===== src/rtl/fxp_arb_pkg.sv =====
// Shared helper for the fixed-point add/sub arbiter slice.
// Only the requester-index width function lives here; all types stay local to each module.
package fxp_arb_pkg;

  function automatic int clog2_min1(input int n);
    return (n <= 2) ? 1 : $clog2(n);
  endfunction

endpackage


===== src/rtl/comb_FixedPointAddSub.sv =====
// Combinational two's-complement fixed-point add/subtract.
// The sum is exact, then scaled to WOI.WOF (round or truncate) and saturated.
module comb_FixedPointAddSub #(
  parameter int WIIA  = 8,
  parameter int WIFA  = 8,
  parameter int WIIB  = 8,
  parameter int WIFB  = 8,
  parameter int WOI   = 8,
  parameter int WOF   = 8,
  parameter bit ROUND = 1'b1
) (
  input  logic [WIIA+WIFA-1:0] a,
  input  logic [WIIB+WIFB-1:0] b,
  input  logic                 sub,
  output logic [WOI+WOF-1:0]   result,
  output logic                 overflow
);

  localparam int WA = WIIA + WIFA;
  localparam int WB = WIIB + WIFB;
  localparam int WO = WOI + WOF;
  localparam int WF = (WIFA > WIFB) ? WIFA : WIFB;
  // Wide enough that neither negating min-negative nor any scaling can wrap.
  localparam int WX = WA + WB + WO + 4;

  localparam logic signed [WX-1:0] MAXV = {{(WX-WO+1){1'b0}}, {(WO-1){1'b1}}};
  localparam logic signed [WX-1:0] MINV = ~MAXV;

  logic signed [WX-1:0] a_x, b_x, sum_x, scaled_x;

  assign a_x   = signed'({{(WX-WA){a[WA-1]}}, a}) <<< (WF - WIFA);
  assign b_x   = signed'({{(WX-WB){b[WB-1]}}, b}) <<< (WF - WIFB);
  assign sum_x = sub ? (a_x - b_x) : (a_x + b_x);

  generate
    if (WOF >= WF) begin : g_up
      assign scaled_x = sum_x <<< (WOF - WF);
    end else begin : g_down
      localparam int D = WF - WOF;
      localparam logic signed [WX-1:0] HALF = WX'(ROUND) << (D - 1);
      assign scaled_x = (sum_x + HALF) >>> D;
    end
  endgenerate

  always_comb begin
    result   = scaled_x[WO-1:0];
    overflow = 1'b0;
    if (scaled_x > MAXV) begin
      result   = {1'b0, {(WO-1){1'b1}}};
      overflow = 1'b1;
    end else if (scaled_x < MINV) begin
      result   = {1'b1, {(WO-1){1'b0}}};
      overflow = 1'b1;
    end
  end

endmodule


===== src/rtl/rr_arbiter.sv =====
// Combinational round-robin arbiter.
// The search starts at ptr and wraps from NREQ-1 back to 0.
module rr_arbiter
  import fxp_arb_pkg::*;
#(
  parameter  int NREQ = 4,
  localparam int IDW  = clog2_min1(NREQ)
) (
  input  logic [NREQ-1:0] req,
  input  logic            enable,
  input  logic [IDW-1:0]  ptr,
  output logic [NREQ-1:0] grant,
  output logic [IDW-1:0]  idx,
  output logic            any
);

  int j;

  always_comb begin
    grant = '0;
    idx   = '0;
    any   = 1'b0;
    j     = 0;
    if (enable) begin
      for (int k = 0; k < NREQ; k++) begin
        j = int'(ptr) + k;
        if (j >= NREQ) j = j - NREQ;
        if (!any && req[j]) begin
          grant[j] = 1'b1;
          idx      = IDW'(j);
          any      = 1'b1;
        end
      end
    end
  end

endmodule


===== src/rtl/fxp_addsub_arbiter.sv =====
// Shares one fixed-point add/sub datapath between NREQ requesters.
// Round-robin grant into a two-stage (operand, result) pipeline with backpressure.
module fxp_addsub_arbiter
  import fxp_arb_pkg::*;
#(
  parameter  int NREQ  = 4,
  parameter  int WII   = 8,
  parameter  int WIF   = 8,
  parameter  int WOI   = 8,
  parameter  int WOF   = 8,
  parameter  bit ROUND = 1'b1,
  localparam int IDW   = clog2_min1(NREQ)
) (
  input  logic                        clk,
  input  logic                        rst,
  input  logic [NREQ-1:0]             req_valid,
  output logic [NREQ-1:0]             req_ready,
  input  logic [NREQ*(WII+WIF)-1:0]   req_a,
  input  logic [NREQ*(WII+WIF)-1:0]   req_b,
  input  logic [NREQ-1:0]             req_sub,
  output logic                        out_valid,
  input  logic                        out_ready,
  output logic [WOI+WOF-1:0]          out_data,
  output logic                        out_overflow,
  output logic [IDW-1:0]              out_id
);

  localparam int WI = WII + WIF;
  localparam int WO = WOI + WOF;

  logic [IDW-1:0] ptr_q, ptr_d, gnt_idx;
  logic           gnt_any, s1_free, s2_free;

  logic [WI-1:0]  a_q, a_d, b_q, b_d;
  logic           sub_q, sub_d, s1_valid_q, s1_valid_d;
  logic [IDW-1:0] id_q, id_d;

  logic [WO-1:0]  data_q, data_d, dp_result;
  logic           ovf_q, ovf_d, dp_ovf, ov_q, ov_d;
  logic [IDW-1:0] oid_q, oid_d;

  assign s2_free = !ov_q | out_ready;
  assign s1_free = !s1_valid_q | s2_free;

  rr_arbiter #(.NREQ(NREQ)) u_arb (
    .req    (req_valid),
    .enable (s1_free & !rst),
    .ptr    (ptr_q),
    .grant  (req_ready),
    .idx    (gnt_idx),
    .any    (gnt_any)
  );

  comb_FixedPointAddSub #(
    .WIIA(WII), .WIFA(WIF), .WIIB(WII), .WIFB(WIF),
    .WOI(WOI), .WOF(WOF), .ROUND(ROUND)
  ) u_dp (
    .a        (a_q),
    .b        (b_q),
    .sub      (sub_q),
    .result   (dp_result),
    .overflow (dp_ovf)
  );

  always_comb begin
    ptr_d      = ptr_q;
    a_d        = a_q;
    b_d        = b_q;
    sub_d      = sub_q;
    id_d       = id_q;
    s1_valid_d = s1_valid_q;
    data_d     = data_q;
    ovf_d      = ovf_q;
    oid_d      = oid_q;
    ov_d       = ov_q;
    if (gnt_any) begin
      // Winner drops to lowest priority for the next grant.
      ptr_d      = (gnt_idx == IDW'(NREQ-1)) ? '0 : gnt_idx + 1'b1;
      a_d        = req_a[int'(gnt_idx)*WI +: WI];
      b_d        = req_b[int'(gnt_idx)*WI +: WI];
      sub_d      = req_sub[gnt_idx];
      id_d       = gnt_idx;
      s1_valid_d = 1'b1;
    end else if (s1_free) begin
      s1_valid_d = 1'b0;
    end
    if (s2_free) begin
      data_d = dp_result;
      ovf_d  = dp_ovf;
      oid_d  = id_q;
      ov_d   = s1_valid_q;
    end
  end

  always_ff @(posedge clk) begin
    if (rst) begin
      ptr_q      <= '0;
      a_q        <= '0;
      b_q        <= '0;
      sub_q      <= 1'b0;
      id_q       <= '0;
      s1_valid_q <= 1'b0;
      data_q     <= '0;
      ovf_q      <= 1'b0;
      oid_q      <= '0;
      ov_q       <= 1'b0;
    end else begin
      ptr_q      <= ptr_d;
      a_q        <= a_d;
      b_q        <= b_d;
      sub_q      <= sub_d;
      id_q       <= id_d;
      s1_valid_q <= s1_valid_d;
      data_q     <= data_d;
      ovf_q      <= ovf_d;
      oid_q      <= oid_d;
      ov_q       <= ov_d;
    end
  end

  assign out_valid    = ov_q;
  assign out_data     = data_q;
  assign out_overflow = ovf_q;
  assign out_id       = oid_q;

endmodule


===== config.mk =====
export PLATFORM = sky130hd
export DESIGN_NAME = fxp_addsub_arbiter
export DESIGN_NICKNAME = d
export VERILOG_FILES = /design/src/rtl/fxp_arb_pkg.sv /design/src/rtl/comb_FixedPointAddSub.sv /design/src/rtl/rr_arbiter.sv /design/src/rtl/fxp_addsub_arbiter.sv
export SDC_FILE = /design/constraint.sdc
export NUM_CORES = 1
export LEC_CHECK = 0
export BUFFER_PORTS_ARGS = -buffer_cell sky130_fd_sc_hd__buf_2
export CORE_UTILIZATION = 46
export CTS_CLUSTER_SIZE = 24
export DETAILED_ROUTE_END_ITERATION = 10
export PLACE_DENSITY_LB_ADDON = 0.08
export SYNTH_ARGS = -nofsm -noshare
export SYNTH_HDL_FRONTEND = slang
export SYNTH_SLANG_ARGS = --single-unit

===== constraint.sdc =====
create_clock -name clk -period 3.84 [get_ports clk]
set_clock_uncertainty 0.15 [all_clocks]
set_input_delay 0.192 -clock clk [delete_from_list [all_inputs] [get_ports clk]]
set_output_delay 0.192 -clock clk [all_outputs]
set_load 0.02 [all_outputs]

# After elaboration in Yosys (flattened, before gate mapping)
# Cells that the tools add are included.
# op_classes
n_addsub	10
magnitude_cmp	15
n_eq_ne	1
shift	2
mux	59
n_bitwise	6
n_reduce_logical	14
# ops
op	count
$mux W32	8
$ge A32 B1 Y1 const B	4
$lt A32 B4 Y1 const B	4
$shiftx A64 B7 Y16	2
$ge A32 B4 Y1 const B	3
$sub A32 B4 Y32 const B	3
$gt A52 B16 Y1 const B	1
$lt A52 B16 Y1 const B	1
$mux W52	1
$mux W16	2
$mux W4	8
$mux W1	25
$add A16 B16 Y17	1
$sub A16 B16 Y17	1
$mux W2	6
$or A4 B4 Y4	3
$bmux W1 S2	5
$demux W1 S2	4
$logic_and A1 B1 Y1	7
$add A2 B2 Y3 const B	2
$logic_not A1 Y1	6
$sub A2 B3 Y4 const B	1
$add A2 B1 Y3 const B	1
$ge A2 B3 Y1 const B	1
other kinds (6)	7
# word_totals
reg_bits	58
in_bits	139
output_inout_bits	24
wordCells	117

# Depth between registers and ports, before layout
# depth
ltp_word	24
mapped_depth	15
depth_no_buf	14

# By module
# A second synthesis with hierarchy kept.
# unflattened
cells_unflattened	507
hier_area_um2	4883.4
# by_module_without_submodules
mod	instances	cells_per_inst	area_each_um2	seq_area_each_um2
fxp_addsub_arbiter	1	254	2884.0	1161.1
comb_FixedPointAddSub	1	204	1560.2	0.0
rr_arbiter	1	49	439.2	0.0

# Least setup slack after synthesis
# Ideal clock, no wire load.
# synth_path
path_kind	register to register
startpoint	reg b_q[3]
endpoint	reg data_q[11], in the netlist out_data[11]
setup_time_ns	0.080
t_arrival_ns	3.396
required_time_ns	3.610
setup_slack_ns	0.214
path_stages_with_launch	16
n_path_buf	2
synth_period_minus_slack_ns	3.626
cell_sequence	dfxtp_1 nor2_1 nor4b_1 a21oi_1 xnor2_1 ha_1 buf_2 o21ai_0 a21oi_1 o41ai_2 o211a_4 nor3b_2 o22ai_4 buf_6 maj3_2 a211oi_2
# synth_between
elab_chain_cells	5
word_cells_on_any_way	7
cone_classes	add/sub (2); order compare (2); mux (3)
# synth_lines
element	line	text
start: declaration	fxp_addsub_arbiter.sv:34	logic [WI-1:0] a_q, a_d, b_q, b_d;
start signal: assignment	fxp_addsub_arbiter.sv:99	b_q <= '0;
start signal: assignment	fxp_addsub_arbiter.sv:110	b_q <= b_d;
$add A16 B16 Y17 / $sub A16 B16 Y17 (equally long branches)	comb_FixedPointAddSub.sv:33	assign sum_x = sub ? (a_x - b_x) : (a_x + b_x);
$mux W52 (*)	comb_FixedPointAddSub.sv:33	
$lt A52 B16 Y1	comb_FixedPointAddSub.sv:51	end else if (scaled_x < MINV) begin
$mux W16	comb_FixedPointAddSub.sv:51	
$mux W16 (*)	comb_FixedPointAddSub.sv:48	if (scaled_x > MAXV) begin
end signal: assignment	fxp_addsub_arbiter.sv:114	data_q <= data_d;
end: declaration	fxp_addsub_arbiter.sv:38	logic [WO-1:0] data_q, data_d, dp_result;
# Mark *: on every way between the ends. The rest lies on a longest branch, timed or not.
# A chain may end at the register's enable or synchronous reset.

# Worst setup path in the final report
# layout_path
startpoint	reg b_q[0]
endpoint	reg data_q[7], in the netlist out_data[7]
# The elaborated chain is that of the path after synthesis.

==> flow_summary.toml <==
[setup_path]
rrSetupSlack_ns = 0.26
start_kind = "flip-flop"
path_cells = "inv_1 > ha_1 > nor2_1 > xnor2_1 > ha_1 > nor2b_4 > o31a_1 > o41ai_2 > o211a_4 > o21a_4 > o22ai_4 > buf_12 > maj3_1 > a211oi_1"
slowest_delay_ns = 0.37
critPathSlowestCell = "dfxtp_1"
reg2reg_to = "out_data[7]"
critPathRequiredTime_ns = 3.95
crit_type = "reg2reg"
worstSetupEndpointType = "flip-flop"
r2r-start = "b_q[0]"
rr_worst_depth = 14
crit_top_cell = "ha_1"
crit_fanout = 17
worstPathArrival_ns = 3.69

[logic_synthesis]
synthFlopType = "dfxtp_1"
synth_area_leaders = "dfxtp_1, mux2i_1, o221ai_1, ha_1, nand2_1"
synth_top_family_by_area = "compound AO/OA/AOI/OAI gates"
synth_nets = 719
ys_seq_area_frac = 0.248
syn-mean-instance-area_sq_um = 8.41
synth_common_cells = "mux2i_1, dfxtp_1, nand2_1"
syn_inst = 557
synthArstFlopShare = 0
synth.top_cell.area_share = 0.248
yosys.area_share.adder = 0.0972
synth_compound_area_frac = 0.245
synth_simple_gate_area_frac = 0.155
synth_cell_types = 67
yosysTopAreaCell = "dfxtp_1"
yosys_warnings = 0
synth_xor_xnor_area_share = 0.0486
synth_area_sq_um = 4680
synthMuxAreaShare = 0.155
synth.most_common_cell = "mux2i_1"
synth_edf_count = 0
ys_ff_latch = 58

[placement]
placed_area_sq_um = 5640
place.gp.congestion = 0.910
dp_hpwl_microns = 9500
place_worst_setup_slack_ns = 0.0882
portBuffers = 162

[final_layout]
nets = 900
post-route-util = 0.629
diodes = 0
area_growth_pct = 31.8
final_area_sq_um = 6170
drive_gt1_frac = 0.339

[routing]
drt_pass1_iterations = 5
vias = 4803
drt-total-wl_microns = 12700
drc = 0
routedWlPerCell_microns = 14.6
antenna_left = 0
viasPerCell = 5.48
drtIter0Drc = 184

[min_path]
hold_path_depth = 3
min_to = "b_q[12]"
min_from = "req_b[60]"
hold_path.class = "in2reg"

[cts]
worstSkewPairLatency_ns = 0.35
clockRootBuffer = "clkbuf_8"
cts_sinks = 58
cts_tree = "done"
htreeDepth = 3
numCtsBuffers = 9
clk_pin_slew_worst_paths_ns = 0.07
cts_max_path_buffers = 2

[floorplanning]
core_area_sq_um = 9820
die_x_microns = 103
design.die.area_sq_um = 10600
fp.dieH_microns = 103
rows = 36
start_util = 0.477
pin_count = 163

[power]
power_uw = 4500
max-vdd-ir-drop_mv = 0.353
leakage_uw = 0.00265
power_density_nw_per_um2 = 729

[timing]
worstMarginPinSlew_ns = 1.26
min_period_ns = 3.58
slew_headroom = 0.158
hold_violations = 0
setup_viol = 0
maxSlewViolCount = 0
max_clock_freq_mhz = 280
setup_ws_ns = 0.264
fin_crit_sh = 0.931

[grt]
grt_max_degree = 35
antenna_found_initial = 0
grt_pass1_vias = 4397
grt_pass1_wl_microns = 20100
grt.total_usage = 0.242
gr-total-overflow = 0

[run_status]
status = "completed"

[job]
maxCapViolations = 0
==> power breakdown <==
group          total [uW]  leakage, uW  internal (uW)  switching [uW]
clock network         645     0.000110            370             274
registers             929     0.000485            786             143
logic                2930      0.00206           1380            1550
total                4500      0.00265           2540            1960
==> sequential cells by signal, summed over array words and instances (netlist names) <==
name,count
a_q,16
b_q,16
out_data,16
id_q,2
out_id,2
ptr_q,2
out_overflow,1
out_valid,1
s1_valid_q,1
sub_q,1
==> layout by cell type (no fill, tap or decap), drive strengths merged, types with 2 or more instances in the layout <==
master and n:
a211o 2, a211oi 18, a21o 3, a21oi 36, a22oi 5, a31oi 9, buf 189, bufinv 2
clkbuf 9, clkinv 3, dfxtp 58, dlygate4sd3 18, ha 22, inv 18, maj3 15, mux2 3
mux2i 69, nand2 53, nand2b 9, nand3 3, nor2 52, nor2b 7, nor3 13, nor4 4
nor4b 3, o2111ai 2, o211a 3, o21a 6, o21ai 18, o21ba 3, o221ai 34, o22ai 4
or2 3, or3 4, xnor2 20, xor2 6
==> worst max-delay path: cells and delay by family, from the launching register on <==
family	cells	cell delay, ns
XOR/XNOR	1	0.18
AO/OA/AOI/OAI	6	1.37
buffers and inverters	2	0.22
adder cells (fa/ha/maj)	3	0.90
AND/OR/NAND/NOR	2	0.28
flip-flops	1	0.37
==> metal layers <==
metal	wire, microns	part of all wire	global-route usage	up-vias
li1	-	-	-	2430
met1	5830	0.46	0.303	2204
met2	6090	0.48	0.417	150
met3	592	0.046	0.0468	19
met4	231	0.018	0.0780	0
met5	0	0	0	-
==> metrics by stage <==
stage	instances	hold WS, ns	TNS, ns
3_3_place_gp	832	0.288	0
5_1_grt	876	0.00891	-0.0204
3_5_place_dp	832	0.296	0
6_report	876	0.00419	0
2_1_floorplan	557	0.260	0
4_1_cts	866	0.0000405	0
==> worst max-delay path by stage <==
stage / end / depth (start not counted) / start
after floorplan: out_data[11] / 15 / b_q[3]
after global placement: out_data[11] / 14 / b_q[7]
after detailed placement: out_data[7] / 14 / b_q[7]
after CTS: out_data[7] / 14 / b_q[7]
after global routing: out_data[6] / 16 / b_q[0]
final: out_data[7] / 14 / b_q[0]
==> what timing repair did <==
item | in CTS | in global routing
endpoints found under the setup margin | 0 | 19
buffers inserted | 0 | 9
hold buffers | 18 | 0
gates resized for setup | 0 | 11
endpoints found under the hold margin | 11 | 0
==> cells by family after synthesis <==
family	count (synthesis)
compound gates	152
xor+xnor	26
fa+ha+maj	38
buf+inv	55
flops	58
mux	72
simple gates	156
==> layout make-up <==
class | instances | area (sq um)
Timing Repair Buffer | 207 | 1210
Tap cell | 133 | 166
Multi-Input combinational cell | 445 | 3350
Clock buffer | 9 | 124
Inverter | 17 | 63.8
Fill cell | 917 | 3650
Sequential cell | 58 | 1160
Clock inverter | 7 | 103
Note: power is estimated with default switching activity, not from simulation.
